[config.mk]
export PLATFORM = sky130hd
export DESIGN_NAME = multiplicador_segmentado
export DESIGN_NICKNAME = d
export VERILOG_FILES = /design/src/rtl/multiplicador_segmentado.sv
export SDC_FILE = /design/constraint.sdc
export NUM_CORES = 2
export LEC_CHECK = 0
export ABC_AREA = 0
export BUFFER_PORTS_ARGS = -buffer_cell sky130_fd_sc_hd__buf_2
export CELL_PAD_IN_SITES_DETAIL_PLACEMENT = 1
export CELL_PAD_IN_SITES_GLOBAL_PLACEMENT = 1
export CORE_MARGIN = 10
export CORE_UTILIZATION = 32
export DETAILED_ROUTE_END_ITERATION = 8
export PLACE_DENSITY_LB_ADDON = 0.1
export SYNTH_ARGS = -nofsm -noshare
export SYNTH_HDL_FRONTEND = slang
export SYNTH_SLANG_ARGS = --single-unit
[constraint.sdc]
create_clock -name CLK -period 9.3 [get_ports CLK]
set_clock_uncertainty 0.1 [all_clocks]
set_input_delay 1.86 -clock CLK [delete_from_list [all_inputs] [get_ports CLK]]
set_output_delay 1.86 -clock CLK [all_outputs]
set_load 0.01 [all_outputs]
[src/rtl/multiplicador_segmentado.sv]
// rtl/multiplicador_segmentado.sv - pipelined signed multiply-accumulate Num = Coc*Den + Res
//
// Purpose:
//   Rebuilds a dividend from pipelined-divider results. The multiplier uses
//   one radix-2 shift-add stage per quotient bit on operand magnitudes, then
//   applies the product sign and adds the remainder.
//   Throughput is one op per cycle. Latency is fixed at tamanyo+2 register
//   stages. There is no back-pressure.
//
// Parameter:
//   tamanyo : operand/result width in bits, two's complement (>= 4)
//
// Ports:
//   CLK   in   clock, rising edge
//   RSTa  in   asynchronous reset, active-low
//   Start in   launch an op on the current Coc/Den/Res
//   Coc   in   signed multiplier (quotient)
//   Den   in   signed multiplicand (divisor)
//   Res   in   signed addend (remainder)
//   Done  out  one-cycle pulse per completed op
//   Num   out  low tamanyo bits of Coc*Den+Res
//   Ovf   out  result does not fit in signed tamanyo bits
//              (port exists only when OVERFLOW_DETECT_EN is defined)
//
// Configuration macro: OVERFLOW_DETECT_EN

module multiplicador_segmentado #(
  parameter int tamanyo = 32
) (
  input  logic               CLK,
  input  logic               RSTa,
  input  logic               Start,
  input  logic [tamanyo-1:0] Coc,
  input  logic [tamanyo-1:0] Den,
  input  logic [tamanyo-1:0] Res,
  output logic               Done,
  output logic [tamanyo-1:0] Num
`ifdef OVERFLOW_DETECT_EN
  ,
  output logic               Ovf
`endif
);

  localparam int W = 2 * tamanyo;

  // Magnitudes are only consumed by stages 1..tamanyo.
  // As a result, the copies after the last stage are never kept.
  logic [tamanyo-1:0] r_magc [0:tamanyo-1];
  logic [tamanyo-1:0] r_magd [0:tamanyo-1];
  logic               r_sgn  [0:tamanyo];
  logic [tamanyo-1:0] r_res  [0:tamanyo];
  logic [W-1:0]       r_p    [0:tamanyo];
  logic               r_vld  [0:tamanyo];

  logic               r_done;
  logic [tamanyo-1:0] r_num;

  logic [tamanyo-1:0] w_magc;
  logic [tamanyo-1:0] w_magd;
  logic [W-1:0]       w_pp [1:tamanyo];
  logic [tamanyo-1:0] w_num;

  // The most-negative input negates to itself.
  // Read as unsigned, that value is 2^(tamanyo-1), which is the correct magnitude.
  assign w_magc = Coc[tamanyo-1] ? (~Coc + 1'b1) : Coc;
  assign w_magd = Den[tamanyo-1] ? (~Den + 1'b1) : Den;

  // Stage k adds MagD<<(k-1) when quotient bit k-1 is set.
  always_comb begin
    for (int k = 1; k <= tamanyo; k++) begin
      w_pp[k] = '0;
      if (r_magc[k-1][k-1])
        w_pp[k] = {{tamanyo{1'b0}}, r_magd[k-1]} << (k - 1);
    end
  end

`ifdef OVERFLOW_DETECT_EN
  logic [W:0] w_pmag;
  logic [W:0] w_full;
  logic       w_ovf;
  logic       r_ovf;

  always_comb begin
    w_pmag = {1'b0, r_p[tamanyo]};
    w_full = (r_sgn[tamanyo] ? (~w_pmag + 1'b1) : w_pmag)
           + {{(tamanyo + 1){r_res[tamanyo][tamanyo-1]}}, r_res[tamanyo]};
    w_num  = w_full[tamanyo-1:0];
    // Fits iff every bit above the result MSB repeats the result MSB.
    w_ovf  = (w_full[W:tamanyo] != {(tamanyo + 1){w_full[tamanyo-1]}});
  end
`else
  logic [tamanyo-1:0] w_plo;

  // Only the low bits are kept, so negation and addition are done at result width.
  always_comb begin
    w_plo = r_p[tamanyo][tamanyo-1:0];
    w_num = (r_sgn[tamanyo] ? (~w_plo + 1'b1) : w_plo) + r_res[tamanyo];
  end
`endif

  always_ff @(posedge CLK or negedge RSTa) begin
    if (!RSTa) begin
      for (int k = 0; k < tamanyo; k++) begin
        r_magc[k] <= '0;
        r_magd[k] <= '0;
      end
      for (int k = 0; k <= tamanyo; k++) begin
        r_sgn[k] <= 1'b0;
        r_res[k] <= '0;
        r_p[k]   <= '0;
        r_vld[k] <= 1'b0;
      end
      r_done <= 1'b0;
      r_num  <= '0;
    end else begin
      r_vld[0]  <= Start;
      r_magc[0] <= w_magc;
      r_magd[0] <= w_magd;
      r_sgn[0]  <= Coc[tamanyo-1] ^ Den[tamanyo-1];
      r_res[0]  <= Res;
      r_p[0]    <= '0;
      for (int k = 1; k <= tamanyo; k++) begin
        r_p[k]   <= r_p[k-1] + w_pp[k];
        r_sgn[k] <= r_sgn[k-1];
        r_res[k] <= r_res[k-1];
        r_vld[k] <= r_vld[k-1];
      end
      for (int k = 1; k < tamanyo; k++) begin
        r_magc[k] <= r_magc[k-1];
        r_magd[k] <= r_magd[k-1];
      end
      r_done <= r_vld[tamanyo];
      if (r_vld[tamanyo])
        r_num <= w_num;
    end
  end

`ifdef OVERFLOW_DETECT_EN
  always_ff @(posedge CLK or negedge RSTa) begin
    if (!RSTa)
      r_ovf <= 1'b0;
    else if (r_vld[tamanyo])
      r_ovf <= w_ovf;
  end

  assign Ovf = r_ovf;
`endif

  assign Done = r_done;
  assign Num  = r_num;

endmodule

==> impl_metrics.toml <==
[synth]
ys.flop_type = "dfrtp_1"
syn-mean-instance-area_sq_um = 15.3
synth_most_common_cell = "dfrtp_1"
synthesis.nets = 7737
netlist.top_cell.by_area = "dfrtp_1"
post-synth-top-area-fraction_pct = 74.6
async_reset_ff_share_pct = 100
yosys.cell_types.count = 71
synthTopCellsByArea = "dfrtp_1 75%, ha_1 5.8%, xnor2_1 3.4%"
postSynthRegisterBits = 3235
syn_inst = 7103
synth_common_cells = "3,235 x dfrtp_1, 505 x ha_1, 488 x and2_1"
fraction_of_the_yosys_area_taken_by_sequential_cells_pct = 74.6
syn-cell-area_sq_mm = 0.108
synth_warnings = 0
synth-edff-count = 0

[placement]
place_worst_setup_slack_ns = 4.00
routabilityCongestion = 0.789
place.detailed.instances = 11700
hpwl_dp_um = 123000
port_buffers = 131
post_dp_cell_area_sq_mm = 0.115

[cts]
clkSlewWorstSetupHoldPaths_ns = 0.06
max-clock-path-buffers = 4
tritoncts = "done"
cts_sinks = 3235
cts_made_buffers = 349
cts.hold.buffers_added = 0
post_cts_setup_repair_buffer_count = 0
htree_num_levels = 5
cts_root_buf = "clkbuf_16"
clock_latency_ns = 0.90
post_cts_resized = 0

[sta]
finalSetupTns_ns = 0
fmax_mhz = 195
worst_slew_pin_slew_ns = 1.14
worst_slew_margin_rel_pct = 21.8
fin_crit_ns = 5.13
postLayoutSetupSlackWorst_ns = 4.17
min_period_over_period_pct = 55.1
final_report_max_slew_violation_count = 0
rsz0062_at_grt = "false"
final_hold_viol_count = 0
finalSetupViolCount = 0

[critical_path]
critical_path.endpoint = "Num[27]$_DFFE_PN0P_"
cp.arrival_ns = 5.79
worst-r2r-setup-slack_ns = 4.17
r2r-end = "Num[27]$_DFFE_PN0P_"
cp.required_ns = 9.96
regToRegStartpoint = "r_p[3]$_DFF_PN0_"
ff2ff_path_depth = 15
kind_of_start_point_of_the_critical_path = "flip-flop"
crit_start = "r_p[3]$_DFF_PN0_"
timing.setup.critical_path_class = "flip-flop to flip-flop"
critical_path_peak_fanout = 4
critical_path.endpoint_type = "flip-flop"

[floorplanning]
design.die.area_sq_mm = 0.363
die-width_um = 602
std_cell_rows = 213
start_util_pct = 32.2
ioPinCount = 132
core_box_area_sq_mm = 0.337
die-height_um = 602

[outcome]
outcome = "finished clean"

[layout]
drive_gt1_share_pct = 10.1
area_growth_syn_to_layout_pct = 16.8
stdcell_count = 12300
postLayoutCellArea_sq_mm = 0.127
ff_latch_area_sq_mm = 0.0810
layout.nets = 8192
num-fill-cells = 34200
postLayoutCoreUtil_pct = 37.6
multi_input_comb_area_sq_mm = 0.0264

[global_route]
grtUsageTotal_pct = 10.3
grt_max_degree = 192
grt_pass1_wl_um = 316000
grt_pass1_vias = 61900
grt-ovfl-total = 0
grt_antenna_before_repair = 4

[detailed_routing]
highest-signal-layer = "met4"
totalWireLength_um = 184000
met2_length_um = 97900
ant_nets = 0
routedLengthMet1_um = 72600
wl_per_cell_um = 14.9
met3_length_um = 6560
first_pass_iteration_count_of_the_detailed_router = 4
drt_iter0_markers = 1957
detail_route.vias_per_cell = 4.33
remaining_drc_errors = 0
via_count = 53400

[power_and_ir_drop]
peakVddDrop_mv = 0.155
power.leakage_nw = 57.7
pwr_density_cell_mw_per_mm2 = 315

[hold_path]
hold_path_class = "flip-flop to flip-flop"

[job]
drv_cap = 0
==> routing by layer <==
| layer | vias up | global-route usage [%] |
|---|---|---|
| met3 | 509 | 1.96 |
| met1 | 27500 | 11.6 |
| li1 | 24800 | - |
| met4 | 0 | 4.01 |
| met2 | 627 | 19.0 |
| met5 | - | 0 |
==> area by class of cell <==
cell class | count | share of cell area, %
clock inverters | 104 | 1.11
clock buffers | 515 | 8.04
well taps | 4515 | 4.46
diodes | 1 | 0.00198
flip-flops and latches | 3235 | 63.9
repair buffers | 179 | 0.972
inverters | 210 | 0.622
multi-input cells | 3583 | 20.9
==> sequential cells by signal, summed over array words and instances, names as in the netlist <==
signal  cells
Done        1
Num        32
r_magc    528
r_magd    528
r_p      1024
r_res    1056
r_sgn      33
r_vld      33
==> cells in the final DEF (no fill, tap or decap), types with 165 or more instances in the layout <==
cell type / Yosys / layout
nor2_1: 243 / 243
clkbuf_16: 0 / 354
dfrtp_1: 3235 / 3234
ha_1: 505 / 505
xnor2_1: 422 / 422
and2_1: 488 / 488
a21o_1: 165 / 165
o21ai_0: 203 / 203
a21oi_1: 334 / 334
nand2_1: 244 / 244
inv_1: 210 / 210
==> how the worst min path moves through the flow <==
stage                               start                     to  depth (start not counted)  slack [ns]
detailed placement    r_res[58]$_DFF_PN0_    r_res[26]$_DFF_PN0_                          0        0.24
global placement     r_res[592]$_DFF_PN0_   r_res[560]$_DFF_PN0_                          0        0.23
CTS                   r_p[1219]$_DFF_PN0_    r_p[1155]$_DFF_PN0_                          0        0.20
floorplan           r_magc[156]$_DFF_PN0_  r_magc[124]$_DFF_PN0_                          0        0.23
finish               r_res[880]$_DFF_PN0_   r_res[848]$_DFF_PN0_                          0        0.21
global route         r_res[880]$_DFF_PN0_   r_res[848]$_DFF_PN0_                          0        0.20
==> per-stage QoR <==
stage	power, mW	hold slack [ns]
6_report	39.9	0.212
5_1_grt	42.6	0.205
4_1_cts	40.8	0.202
3_5_place_dp	26.6	0.236
3_3_place_gp	26.4	0.231
2_1_floorplan	24.2	0.231
==> worst max-delay path: stages, from the launching register on <==
cell and delay (ns):
dfrtp_1 0.42, nor4_1 0.58, nand3b_1 0.15, or4_1 0.48, o31ai_1 0.29, xnor2_1 0.20
ha_1 0.31, a21o_1 0.18, a31o_2 0.24, a221oi_1 0.30, o31ai_1 0.19, a22oi_1 0.40
o221ai_1 0.26, a211oi_1 0.53, xnor2_1 0.11, mux2_2 0.28
==> power by group <==
part	internal [mW]	switching [mW]	leakage [nW]
registers	17.0	1.03	37.9
clock network	8.12	5.55	5.67
logic	3.67	4.51	14.2
total	28.8	11.1	57.7
==> cells by family (layout without fill, tap and decap cells) <==
family	count (synthesis)	after routing	share of synthesized area, %
xor+xnor	523	523	4.22
flops	3235	3235	74.6
simple gates	1370	1370	6.75
fa+ha+maj	535	535	6.38
other cells	0	1	0
mux	25	25	0.257
buf+inv	285	1008	0.986
compound gates	1130	1130	6.76
(Power assumes the default switching activity.)
